### config.mk
export PLATFORM = sky130hd
export DESIGN_NAME = multicycle_ctrl_fsm
export DESIGN_NICKNAME = d
export VERILOG_FILES = /design/src/rtl/multicycle_ctrl_fsm_pkg.sv /design/src/rtl/multicycle_ctrl_fsm_op_classify.sv /design/src/rtl/multicycle_ctrl_fsm.sv
export SDC_FILE = /design/constraint.sdc
export NUM_CORES = 1
export LEC_CHECK = 0
export BUFFER_PORTS_ARGS = -buffer_cell sky130_fd_sc_hd__buf_2
export CORE_MARGIN = 5
export CORE_UTILIZATION = 56
export CTS_CLUSTER_SIZE = 30
export DETAILED_ROUTE_END_ITERATION = 6
export PLACE_DENSITY = 0.84
export SLEW_MARGIN = 20
export SYNTH_ARGS = -nofsm -noshare
export SYNTH_HDL_FRONTEND = slang
export SYNTH_SLANG_ARGS = --single-unit
### constraint.sdc
create_clock -name clk -period 3.1 [get_ports clk]
set_input_delay 0.31 -clock clk [delete_from_list [all_inputs] [get_ports clk]]
set_output_delay 0.31 -clock clk [all_outputs]
set_load 0.01 [all_outputs]
### src/rtl/multicycle_ctrl_fsm_pkg.sv
// Shared definitions for the multi-cycle RV32I control unit.
// Holds the FSM state encoding, the RV32I major opcodes the unit recognises,
// and the select codes driven onto the shared-ALU/shared-memory datapath muxes.
package mc_ctrl_pkg;

    typedef enum logic [3:0] {
        S_RST      = 4'd0,
        S_FETCH    = 4'd1,
        S_DECODE   = 4'd2,
        S_MEMADR   = 4'd3,
        S_MEMREAD  = 4'd4,
        S_MEMWB    = 4'd5,
        S_MEMWRITE = 4'd6,
        S_EXECR    = 4'd7,
        S_EXECI    = 4'd8,
        S_JAL      = 4'd9,
        S_ALUWB    = 4'd10,
        S_BEQ      = 4'd11,
        S_TRAP     = 4'd12
    } state_t;

    localparam logic [6:0] OPC_LOAD   = 7'b0000011;
    localparam logic [6:0] OPC_STORE  = 7'b0100011;
    localparam logic [6:0] OPC_RTYPE  = 7'b0110011;
    localparam logic [6:0] OPC_ITYPE  = 7'b0010011;
    localparam logic [6:0] OPC_JAL    = 7'b1101111;
    localparam logic [6:0] OPC_BRANCH = 7'b1100011;

    localparam logic [1:0] ALUOP_ADD   = 2'b00;
    localparam logic [1:0] ALUOP_SUB   = 2'b01;
    localparam logic [1:0] ALUOP_FUNCT = 2'b10;

    localparam logic [1:0] RESSRC_ALUOUT = 2'b00;
    localparam logic [1:0] RESSRC_MEM    = 2'b01;
    localparam logic [1:0] RESSRC_ALU    = 2'b10;

    localparam logic [1:0] SRCA_PC    = 2'b00;
    localparam logic [1:0] SRCA_OLDPC = 2'b01;
    localparam logic [1:0] SRCA_RS1   = 2'b10;

    localparam logic [1:0] SRCB_RS2  = 2'b00;
    localparam logic [1:0] SRCB_IMM  = 2'b01;
    localparam logic [1:0] SRCB_FOUR = 2'b10;

endpackage

### src/rtl/multicycle_ctrl_fsm_op_classify.sv
// Combinational opcode classifier used by the DECODE transition.
// Ports:
//   i_opcode  in  7  instr[6:0]
//   o_next    out    state following DECODE for this opcode (S_TRAP if unknown)
//   o_illegal out 1  opcode is not one the core implements
module op_classify
    import mc_ctrl_pkg::*;
(
    input  logic [6:0] i_opcode,
    output state_t     o_next,
    output logic       o_illegal
);

    always_comb begin
        o_next    = S_TRAP;
        o_illegal = 1'b0;
        case (i_opcode)
            OPC_LOAD,
            OPC_STORE:  o_next = S_MEMADR;
            OPC_RTYPE:  o_next = S_EXECR;
            OPC_ITYPE:  o_next = S_EXECI;
            OPC_JAL:    o_next = S_JAL;
            OPC_BRANCH: o_next = S_BEQ;
            default:    o_illegal = 1'b1;
        endcase
    end

endmodule

### src/rtl/multicycle_ctrl_fsm.sv
// Sequential control unit for the multi-cycle RV32I core.
// Walks each instruction through FETCH..WB, stalls on the memory ready
// handshake, flags illegal opcodes (sticky) and counts retired instructions.
// Ports:
//   clk, rst_n            clock (rising edge), asynchronous active-low reset
//   opcode                instr[6:0] from the instruction register
//   zero                  ALU zero flag (qualifies branches)
//   mem_ready             memory completes its access this cycle
//   PCWrite..Branch       datapath enables and mux selects
//   illegal               sticky illegal-opcode flag
//   state_o               current state code (debug)
//   instret               retired-instruction counter, wraps
module multicycle_ctrl_fsm
    import mc_ctrl_pkg::*;
#(
    parameter int unsigned MEM_HANDSHAKE = 1,
    parameter int unsigned TRAP_HALT     = 1,
    parameter int unsigned PERF_CNT_W    = 32
) (
    input  logic                  clk,
    input  logic                  rst_n,
    input  logic [6:0]            opcode,
    input  logic                  zero,
    input  logic                  mem_ready,
    output logic                  PCWrite,
    output logic                  AdrSrc,
    output logic                  MemRead,
    output logic                  MemWrite,
    output logic                  IRWrite,
    output logic [1:0]            ResultSrc,
    output logic [1:0]            ALUSrcA,
    output logic [1:0]            ALUSrcB,
    output logic [1:0]            ALUOp,
    output logic                  RegWrite,
    output logic                  Branch,
    output logic                  illegal,
    output logic [3:0]            state_o,
    output logic [PERF_CNT_W-1:0] instret
);

    localparam logic HS_EN   = (MEM_HANDSHAKE != 0);
    localparam logic HALT_EN = (TRAP_HALT != 0);

    state_t                r_state;
    state_t                w_next;
    logic [6:0]            r_op_q;
    logic                  r_illegal;
    logic [PERF_CNT_W-1:0] r_instret;

    logic   w_ready;
    logic   w_retire;
    logic   w_pc_update;
    state_t w_cls_next;
    logic   w_cls_illegal;

    // With the handshake disabled every memory access completes in one cycle.
    assign w_ready = mem_ready | ~HS_EN;

    op_classify u_op_classify (
        .i_opcode  (opcode),
        .o_next    (w_cls_next),
        .o_illegal (w_cls_illegal)
    );

    always_ff @(posedge clk or negedge rst_n) begin
        if (!rst_n) begin
            r_state   <= S_RST;
            r_op_q    <= '0;
            r_illegal <= 1'b0;
            r_instret <= '0;
        end else begin
            r_state <= w_next;
            if (r_state == S_DECODE) begin
                r_op_q <= opcode;
            end
            if (r_state == S_TRAP) begin
                r_illegal <= 1'b1;
            end
            if (w_retire) begin
                r_instret <= r_instret + PERF_CNT_W'(1);
            end
        end
    end

    always_comb begin
        w_next      = r_state;
        w_retire    = 1'b0;
        w_pc_update = 1'b0;
        AdrSrc      = 1'b0;
        MemRead     = 1'b0;
        MemWrite    = 1'b0;
        IRWrite     = 1'b0;
        ResultSrc   = RESSRC_ALUOUT;
        ALUSrcA     = SRCA_PC;
        ALUSrcB     = SRCB_RS2;
        ALUOp       = ALUOP_ADD;
        RegWrite    = 1'b0;
        Branch      = 1'b0;

        case (r_state)
            S_RST: begin
                w_next = S_FETCH;
            end
            S_FETCH: begin
                MemRead     = 1'b1;
                ALUSrcB     = SRCB_FOUR;
                ResultSrc   = RESSRC_ALU;
                // IR load and PC+4 commit only once the fetch completes.
                IRWrite     = w_ready;
                w_pc_update = w_ready;
                if (w_ready) begin
                    w_next = S_DECODE;
                end
            end
            S_DECODE: begin
                ALUSrcA = SRCA_OLDPC;
                ALUSrcB = SRCB_IMM;
                w_next  = w_cls_illegal ? S_TRAP : w_cls_next;
            end
            S_MEMADR: begin
                ALUSrcA = SRCA_RS1;
                ALUSrcB = SRCB_IMM;
                // Only loads and stores reach here; the latched opcode picks the access.
                w_next  = (r_op_q == OPC_STORE) ? S_MEMWRITE : S_MEMREAD;
            end
            S_MEMREAD: begin
                MemRead = 1'b1;
                AdrSrc  = 1'b1;
                if (w_ready) begin
                    w_next = S_MEMWB;
                end
            end
            S_MEMWB: begin
                ResultSrc = RESSRC_MEM;
                RegWrite  = 1'b1;
                w_next    = S_FETCH;
                w_retire  = 1'b1;
            end
            S_MEMWRITE: begin
                MemWrite = 1'b1;
                AdrSrc   = 1'b1;
                if (w_ready) begin
                    w_next   = S_FETCH;
                    w_retire = 1'b1;
                end
            end
            S_EXECR: begin
                ALUSrcA = SRCA_RS1;
                ALUSrcB = SRCB_RS2;
                ALUOp   = ALUOP_FUNCT;
                w_next  = S_ALUWB;
            end
            S_EXECI: begin
                ALUSrcA = SRCA_RS1;
                ALUSrcB = SRCB_IMM;
                ALUOp   = ALUOP_FUNCT;
                w_next  = S_ALUWB;
            end
            S_JAL: begin
                ALUSrcA     = SRCA_OLDPC;
                ALUSrcB     = SRCB_FOUR;
                w_pc_update = 1'b1;
                w_next      = S_ALUWB;
            end
            S_ALUWB: begin
                ResultSrc = RESSRC_ALUOUT;
                RegWrite  = 1'b1;
                w_next    = S_FETCH;
                w_retire  = 1'b1;
            end
            S_BEQ: begin
                ALUSrcA  = SRCA_RS1;
                ALUSrcB  = SRCB_RS2;
                ALUOp    = ALUOP_SUB;
                Branch   = 1'b1;
                w_next   = S_FETCH;
                w_retire = 1'b1;
            end
            S_TRAP: begin
                w_next = HALT_EN ? S_TRAP : S_FETCH;
            end
            default: begin
                // Unused codes recover through RST.
                w_next = S_RST;
            end
        endcase

        PCWrite = w_pc_update | (Branch & zero);
    end

    assign illegal = r_illegal;
    assign instret = r_instret;
    assign state_o = r_state;

endmodule

==> qor.yml, run 1 <==
cts:
  cts.sinks: 44
  hold_buffers: 0
  clockBufferDepth: 2
  ctsHtreeMaxLevel: 2
  cts_tree: "built"
  cts-root-buf: "clkbuf_8"
  clk_pin_slew_ns: 0.08
  ctsResizeCount: 0
  cts_setup_buffers: 0
  insertion_delay_ns: 0.30
  cts_made_buffers: 5
timing:
  clock_skew_ns: 0.00905
  fin_crit_ns: 2.34
  max_freq_mhz: 428
  rsz0062_at_grt: "false"
  period_share_pct: 75.4
  final-setup-viol-count: 0
  finalSetupTns_ns: 0
  relSlewSlack_pct: 37.6
  slew_viol_final: 0
  worst_slew_pin_slew_ns: 0.935
  hold_viol_final: 0
  whs_ns: 0.141
route:
  postRouteAntennaNets: 0
  first_pass_iters: 4
  drc: 0
  num_vias: 1951
  wl_per_cell_um: 15.1
  via_per_inst: 5.70
  drt-initial-drc-count: 124
  routed_wl_mm: 5.16
logic_synthesis:
  synth_nets: 241
  synth_edf_count: 0
  avgSynthCellArea_um2: 10.2
  synth.top_cells.by_area: "dfrtp_1, xnor2_1, mux2_2, nand2_1, nand3_1"
  synth_warnings: 0
  ys_ff_latch: 44
  synth_cells: 229
  synth_ff_type: "dfrtp_1"
  yosys.area.top_type_share_pct: 47.1
  synth_top_cell_by_area: "dfrtp_1"
  synth-async-reset-ratio_pct: 100
  synth.cell_area_um2: 2340
  synth.distinct_cells: 49
  ys_seq_area_share_pct: 47.1
worst_setup_path:
  slowest_stage: "dfrtp_1"
  setup.worst_path.end_class: "flip-flop"
  worstReg2RegStart: "state_o[3]$_DFFE_PN0P_"
  crit_chain: "nand4bb_1 -> o211a_4 -> or4_4 -> nor3_2 -> xor2_1"
  critPathKind: "reg2reg"
  r2r.worst_path.cells: 5
  arrival_ns: 2.56
  start_kind: "flip-flop"
  timing.rr.end: "instret[31]$_DFFE_PN0P_"
  rrSetupSlack_ns: 0.76
  critical_path.max_fanout: 25
  max_stage_delay_ns: 0.63
  worstPathRequired_ns: 3.32
floorplan:
  rows: 23
  die_h_um: 74.6
  ioPinCount: 63
  start_util_pct: 58.0
  core_region_area_um2: 4030
  die_x_um: 74.6
  die-area_um2: 5570
finish:
  final_nets: 303
  antenna_cells: 0
  layout_common_cells: "buf_2, dfrtp_1, xnor2_1"
  synthToLayoutAreaGrowth_pct: 18.7
  final_cell_area_um2: 2770
  drive_gt1_share_pct: 30.1
  layout_commonest_cell: "buf_2"
worst_hold_path:
  min_path_type: "in2async"
power_and_ir_drop:
  p_per_area_nw_per_um2: 708
  power.internal_mw: 1.22
  ir_drop_uv: 464
  p_seq_share_pct: 44.4
  combPwrFrac_pct: 36.6
  power.leakage_nw: 1.34
  p_clk_share_pct: 18.9
  power.switching_mw: 0.748
  swShare_pct: 38.1
grt:
  antenna_found_initial: 0
  grt_max_degree: 45
  grt_pass1_vias: 1857
  gr-total-overflow: 0
  track_usage_pct: 20.4
  grt_pass1_wl_mm: 8.74
place:
  io_buffers: 62
  gp_congestion: 0.856
  dpl-instance-area_um2: 2680
  hpwl_mm: 3.86
outcome:
  status: "finished clean"
run:
  cap_violations: 0
[how the worst max path moves through the flow]
stage / start / to / slack (ns) / cells past startpoint
6_report: state_o[3]$_DFFE_PN0P_ / instret[31]$_DFFE_PN0P_ / 0.76 / 5
3_3_place_gp: state_o[3]$_DFFE_PN0P_ / instret[29]$_DFFE_PN0P_ / 0.90 / 5
3_5_place_dp: state_o[3]$_DFFE_PN0P_ / instret[31]$_DFFE_PN0P_ / 0.75 / 5
2_1_floorplan: state_o[3]$_DFFE_PN0P_ / instret[29]$_DFFE_PN0P_ / 1.18 / 5
5_1_grt: state_o[2]$_DFFE_PN0P_ / instret[27]$_DFFE_PN0P_ / 0.58 / 5
4_1_cts: state_o[3]$_DFFE_PN0P_ / instret[31]$_DFFE_PN0P_ / 0.74 / 5
[critical path: cells and delay by family, from the launching register on]
kind | cells | cell delay, ns
xor+xnor | 1 | 0.18
simple gates | 3 | 1.22
compound gates | 1 | 0.25
flops | 1 | 0.63
[sequential cells by signal, indices dropped and copies added (netlist names)]
signal   count
state_o      4
illegal      1
r_op_q       7
instret     32
[power by group through the flow]
stage               Combinational (mW)  Clock (mW)  Sequential, mW
floorplan                        0.533           0           0.822
global placement                 0.716           0           0.877
CTS                              0.727       0.380           0.873
finish                           0.719       0.372           0.873
global route                     0.800       0.404           0.904
detailed placement               0.725           0           0.882
[metrics by stage]
stage | setup WS (ns) | instances | power (mW) | utilization (%)
floorplan | 1.18 | 229 | 1.36 | -
global placement | 0.902 | 334 | 1.59 | 66.5
detailed placement | 0.751 | 334 | 1.61 | 66.5
CTS | 0.741 | 342 | 1.98 | 68.9
global route | 0.584 | 342 | 2.11 | 68.9
finish | 0.762 | 342 | 1.96 | 68.9
[final cells by class]
class / count / area, um^2
timing repair buffer: 62 / 310
multi-input combinational: 171 / 1180
fill: 327 / 1250
clock inverter: 1 / 7.51
inverter: 7 / 26.3
tap: 50 / 62.6
sequential: 44 / 1100
clock buffer: 7 / 86.3
[logic make-up (layout without fill, tap and decap cells)]
| group | after synthesis | in the layout | synth area share, % |
|---|---|---|---|
| buf+inv | 14 | 77 | 2.41 |
| mux | 9 | 9 | 4.28 |
| fa+ha+maj | 1 | 1 | 0.535 |
| flops | 44 | 44 | 47.1 |
| simple gates | 100 | 100 | 24.7 |
| xor+xnor | 32 | 32 | 12.0 |
| compound gates | 29 | 29 | 8.99 |
[cells in the mapped netlist, types with 2 or more instances]
library cell  count
clkbuf_1          6
a21oi_1           5
and2_1            2
inv_1             6
and4_1            3
a21o_1            2
nor3_1            4
o22ai_1           2
xor2_1            8
nand2_1          22
mux2_2            8
nand3_1          15
a31oi_1           3
nor2_1           16
xnor2_1          24
o21ai_0           5
nor3_2            3
nand4_1           8
nand2b_1          3
o31ai_1           2
and3_1           11
dfrtp_1          44
[routing by layer]
| metal | wire length [um] | part of all wire, % | track usage, % |
|---|---|---|---|
| met2 | 2470 | 48 | 31.1 |
| met1 | 2280 | 44 | 27.9 |
| met3 | 295 | 5.7 | 5.00 |
| met5 | 0 | 0 | 0 |
| met4 | 117 | 2.3 | 8.70 |
(Power assumes the default switching activity.)
==> run 2: changes to the inputs <==
ABC_AREA = 1   (was default)
CORE_UTILIZATION = 54   (was 56)
PLACE_DENSITY = 0.8   (was 0.84)
clock period = 2.3 ns   (was 3.1 ns; I/O delays follow)
==> run 2 against run 1 <==
The flow now finishes with violations (negative hold slack). Flip-flop and latch count stayed put. Sequential share of layout area is 5.3 points lower. Core utilization is 5.4 points lower. Power is 29% higher. First-iteration DRC count is 83% higher. Worst setup slack worse by 0.40 ns. Clock-buffer cell count is 1 lower. Die area is 19% higher. Hold slack worse by 0.15 ns. Critical path depth is 1 lower. Synthesized cell count is 85% higher. Critical path type is now reg2out. Largest cell class unchanged. Largest power group unchanged.
==> qor.yml, run 2 <==
finish:
  antenna_cells: 0
  largest_reg_flops: 32
  n_fill_cell: 476
  final_cell_area_um2: 3200
  regArea_um2: 1100
  finalNonFillerCells: 558
  synthToLayoutAreaGrowth_pct: 15.9
  final_nets: 500
  drive_gt1_share_pct: 15.8
  utilization_pct: 63.4
  multi_input_area_um2: 1470
  layout_common_cells: "nand2_1, buf_2, nor2_1"
  layout_commonest_cell: "nand2_1"
logic_synthesis:
  synth_warnings: 0
  synth_commonest_cells: "nand2_1, nor2_1, dfrtp_1"
  synth-async-reset-ratio_pct: 100
  synth_edf_count: 0
  ys_ff_latch: 44
  synth.most_common_cell: "nand2_1"
  synth_nets: 435
  synth_ff_type: "dfrtp_1"
  avgSynthCellArea_um2: 6.53
  yosys.area.top_type_share_pct: 39.9
  synth.top_cells.by_area: "dfrtp_1, nand2_1, nor2_1, inv_1, xnor2_1"
  synth.distinct_cells: 25
  ys_seq_area_share_pct: 39.9
  synth_cells: 423
  synth_top_cell_by_area: "dfrtp_1"
  synth.cell_area_um2: 2760
timing:
  max_freq_mhz: 516
  rsz0062_at_grt: "false"
  setup_ws_ns: 0.364
  relSlewSlack_pct: 63.5
  fin_crit_ns: 1.94
  final-setup-viol-count: 0
  clock_skew_ns: 0.00680
  worst_slew_pin_slew_ns: 0.547
  slew_viol_final: 0
  hold_viol_final: 3
  period_share_pct: 84.2
  finalSetupTns_ns: 0
  whs_ns: -0.00494
grt:
  grt_max_degree: 45
  use_met3_pct: 4.28
  track_usage_pct: 21.3
  grt_pass1_wl_mm: 11.2
  grt_use_met1_pct: 28.9
  antenna_found_initial: 0
  grt_pass1_vias: 2536
  grtUsageMet2_pct: 34.5
  top_usage_layer: "met2"
  gr-total-overflow: 0
outcome:
  status: "finished, violations left"
  violations: "negative hold slack"
cts:
  cts_setup_buffers: 0
  hold_buffers: 0
  cts_made_buffers: 5
  insertion_delay_ns: 0.29
  clk_pin_slew_ns: 0.08
  cts_tree: "built"
  ctsHtreeMaxLevel: 2
  cts.sinks: 44
  cts-root-buf: "clkbuf_8"
  clockBufferDepth: 2
  ctsResizeCount: 0
power_and_ir_drop:
  power.leakage_nw: 1.74
  ir_drop_uv: 506
  finalPower_mw: 2.53
  p_per_area_nw_per_um2: 791
worst_setup_path:
  crit_family: "simple AND/OR/NAND/NOR gates"
  critPathKind: "reg2out"
  critical_path.max_fanout: 13
  crit_chain: "nor2_1 -> nand2_1 -> nand2_1 -> buf_2"
  slowest_stage: "dfrtp_1"
  path_buf_inv: 1
  worstPathRequired_ns: 2.07
  setup.worst_path.end_class: "primary output"
  critPathMostFrequentCell: "nand2_1"
  max_stage_delay_ns: 0.46
  arrival_ns: 1.71
  start_kind: "flip-flop"
place:
  numPlacedInstances: 551
  io_buffers: 62
  dpl-instance-area_um2: 3120
  hpwl_mm: 5.21
  post-place-ws_ns: 0.552
  gp_congestion: 0.975
route:
  first_pass_iters: 6
  routed_wl_mm: 6.66
  via_per_inst: 5.10
  wl_per_cell_um: 11.9
  drt-initial-drc-count: 227
  drc: 0
  postRouteAntennaNets: 0
  num_vias: 2848
floorplan:
  die-area_um2: 6640
  die_h_um: 81.5
  core_region_area_um2: 5040
  ioPinCount: 63
  die_x_um: 81.5
  start_util_pct: 54.8
  rows: 26
worst_hold_path:
  min_path_type: "in2async"
run:
  cap_violations: 0
[run 2: cells by family (layout without fill, tap and decap cells)]
kind of cell	after synthesis	in the layout	share of synthesized area (%)
AND/OR/NAND/NOR	305	305	45.2
AO/OA/AOI/OAI	14	14	2.63
XOR/XNOR	15	15	4.76
buffers and inverters	44	109	7.07
adder cells (fa/ha/maj)	1	1	0.453
flip-flops	44	44	39.9
[run 2: path summary, 6_finish.rpt]
kind | start | to | slack, ns | cells after the start
worst max-delay path | state_o[2]$_DFFE_PN0P_ | ALUSrcA[0] | 0.36 | 4
max in group asynchronous | rst_n | instret[17]$_DFFE_PN0P_ | 1.92 | 2
worst min-delay path | rst_n | r_op_q[4]$_DFFE_PN0P_ | -0.005 | 2
min in group clk | opcode[1] | r_op_q[1]$_DFFE_PN0P_ | 0.14 | 3
worst min register to register | illegal$_DFFE_PN0N_ | illegal$_DFFE_PN0N_ | 0.46 | 2
worst max register to register | state_o[0]$_DFFE_PN0P_ | instret[15]$_DFFE_PN0P_ | 0.51 | 7
[run 2: layer usage]
metal | up-vias | routed length (um)
li1 | 1429 | -
met1 | 1296 | 3210
met2 | 106 | 2910
met3 | 17 | 425
met4 | 0 | 113
met5 | - | 0
[run 2: layout make-up]
| type | instances | share of cell area [%] |
|---|---|---|
| multi-input combinational | 335 | 45.8 |
| sequential | 44 | 34.4 |
| timing repair buffer | 64 | 10.2 |
| inverter | 38 | 4.46 |
| tap | 70 | 2.74 |
| clock buffer | 6 | 2.27 |
| clock inverter | 1 | 0.156 |
[run 2: power by group]
group          leakage, nW  internal, mW  switching (mW)
clock network       0.0410         0.207           0.249
logic                 1.12         0.344           0.680
registers            0.585         0.919           0.132
total                 1.74          1.47            1.06
==> run 3: changes to the inputs <==
clock period = 1.9 ns   (was 2.3 ns; I/O delays follow)
==> run 3 against run 2 <==
The flow now finishes without violations. Final area is 1.1% higher. Core utilization is 0.72 points higher. Register-to-register slack worse by 0.26 ns. Hold slack better by 0.11 ns. Critical path depth stayed put. Final cell count is 0.36% higher. Critical endpoint is now PCWrite. Largest power group unchanged.
==> qor.yml, run 3 (synthesis results as in run 2) <==
power_and_ir_drop:
  ir_drop_uv: 709
  p_clk_share_pct: 18.0
  finalPower_mw: 3.08
  power.internal_mw: 1.80
  p_per_area_nw_per_um2: 953
  swShare_pct: 41.6
  p_seq_share_pct: 41.4
  combPwrFrac_pct: 40.6
  power.leakage_nw: 1.76
  power.switching_mw: 1.28
timing:
  period_share_pct: 91.8
  rsz0062_at_grt: "false"
  fin_crit_ns: 1.74
  finalSetupTns_ns: 0
  relSlewSlack_pct: 67.4
  worst_slew_pin_slew_ns: 0.489
  final-setup-viol-count: 0
  slew_viol_final: 0
  hold_viol_final: 0
  setup_ws_ns: 0.155
  clock_skew_ns: 0.00644
  whs_ns: 0.108
  max_freq_mhz: 573
worst_setup_path:
  arrival_ns: 1.55
  worstPathRequired_ns: 1.71
  r2r.worst_path.cells: 8
  start_kind: "flip-flop"
  setup.worst_path.end_class: "primary output"
  critical_path.max_fanout: 6
  critPathKind: "reg2out"
  rrSetupSlack_ns: 0.25
  timing.rr.end: "instret[11]$_DFFE_PN0P_"
  worstReg2RegStart: "state_o[0]$_DFFE_PN0P_"
floorplan:
  start_util_pct: 54.8
  die_x_um: 81.5
  rows: 26
  die-area_um2: 6640
  ioPinCount: 63
  core_region_area_um2: 5040
  die_h_um: 81.5
cts:
  cts_setup_buffers: 0
  clockBufferDepth: 2
  cts_tree: "built"
  insertion_delay_ns: 0.29
  cts-root-buf: "clkbuf_8"
  clk_pin_slew_ns: 0.08
  cts.sinks: 44
  ctsHtreeMaxLevel: 2
  cts_made_buffers: 5
finish:
  multi_input_area_um2: 1470
  final_nets: 502
  drive_gt1_share_pct: 16.1
  antenna_cells: 0
  n_fill_cell: 460
  layout_commonest_cell: "nand2_1"
  regArea_um2: 1100
  layout_common_cells: "nand2_1, buf_2, nor2_1"
  largest_reg_flops: 32
  synthToLayoutAreaGrowth_pct: 17.2
worst_hold_path:
  min_path_type: "in2reg"
  holdCritStartpoint: "opcode[1]"
  hold_end: "r_op_q[1]$_DFFE_PN0P_"
  holdPathStages: 3
run:
  cap_violations: 0
grt:
  antenna_found_initial: 0
  grt_max_degree: 30
  gr-total-overflow: 0
  grt_pass1_wl_mm: 11.6
  track_usage_pct: 22.1
  grt_pass1_vias: 2599
route:
  top_layer: "met4"
  routed_wl_mm: 6.79
  wl_met1_mm: 3.20
  met2_wirelength_mm: 3.07
  postRouteAntennaNets: 0
  num_vias: 2859
  wl_met3_um: 460
  drt-initial-drc-count: 287
  via_per_inst: 5.11
  first_pass_iters: 5
  drc: 0
  wl_per_cell_um: 12.1
place:
  post-place-ws_ns: 0.189
  hpwl_mm: 5.34
  gp_congestion: 0.973
  io_buffers: 62
outcome:
  status: "finished clean"
run 3: cell count changes in the layout (fill, tap and decap cells not counted), sizes merged:
cell	delta
buf	+1
dlygate4sd3	+1
run 3: power by group through the flow:
stage               Combinational (mW)  Clock [mW]  Sequential [mW]
floorplan                        0.844           0             1.30
global placement                  1.22           0             1.28
detailed placement                1.24           0             1.29
CTS                               1.25       0.565             1.27
global route                      1.41       0.608             1.30
finish                            1.25       0.555             1.28
run 3: area by class of cell:
cell class                 count  share of cell area (%)
clock buffer                   6                    2.24
clock inverter                 1                   0.155
inverter                      38                    4.41
multi-input combinational    335                    45.4
sequential                    44                    34.0
tap                           70                    2.71
timing repair buffer          66                    11.1
run 3: critical path: stages (launching register included):
cell	delay, ns
dfrtp_1	0.47
nor2_2	0.26
nand2_1	0.20
o21ai_0	0.18
buf_2	0.15
run 3: how the worst max path moves through the flow:
stage                                      start                       to  cells past startpoint
after floorplan           state_o[0]$_DFFE_PN0P_  instret[20]$_DFFE_PN0P_                     10
after global placement    state_o[0]$_DFFE_PN0P_   instret[2]$_DFFE_PN0P_                      8
after detailed placement  state_o[0]$_DFFE_PN0P_   instret[5]$_DFFE_PN0P_                      8
after CTS                 state_o[2]$_DFFE_PN0P_                  PCWrite                      4
after global routing      state_o[1]$_DFFE_PN0P_                  PCWrite                      7
final                     state_o[2]$_DFFE_PN0P_                  PCWrite                      4
run 3: per-layer routing:
metal  track usage (%)  vias up
met5                 0        -
met4              6.93        0
met3              4.61        8
met2              34.8      115
met1              30.5     1301
li1                  -     1435
run 3: through the flow:
stage,area [um^2],utilization (%),cells
after floorplan,2760,-,423
after global placement,3140,62.3,552
after detailed placement,3140,62.3,552
after CTS,3230,64.0,560
after global routing,3240,64.2,560
final,3240,64.2,560
run 3: timing repair:
action / CTS / global route
gates resized for setup: 0 / 2
hold buffers: 1 / 0
hold endpoints to repair: 20 / 0
setup endpoints to repair: 0 / 10
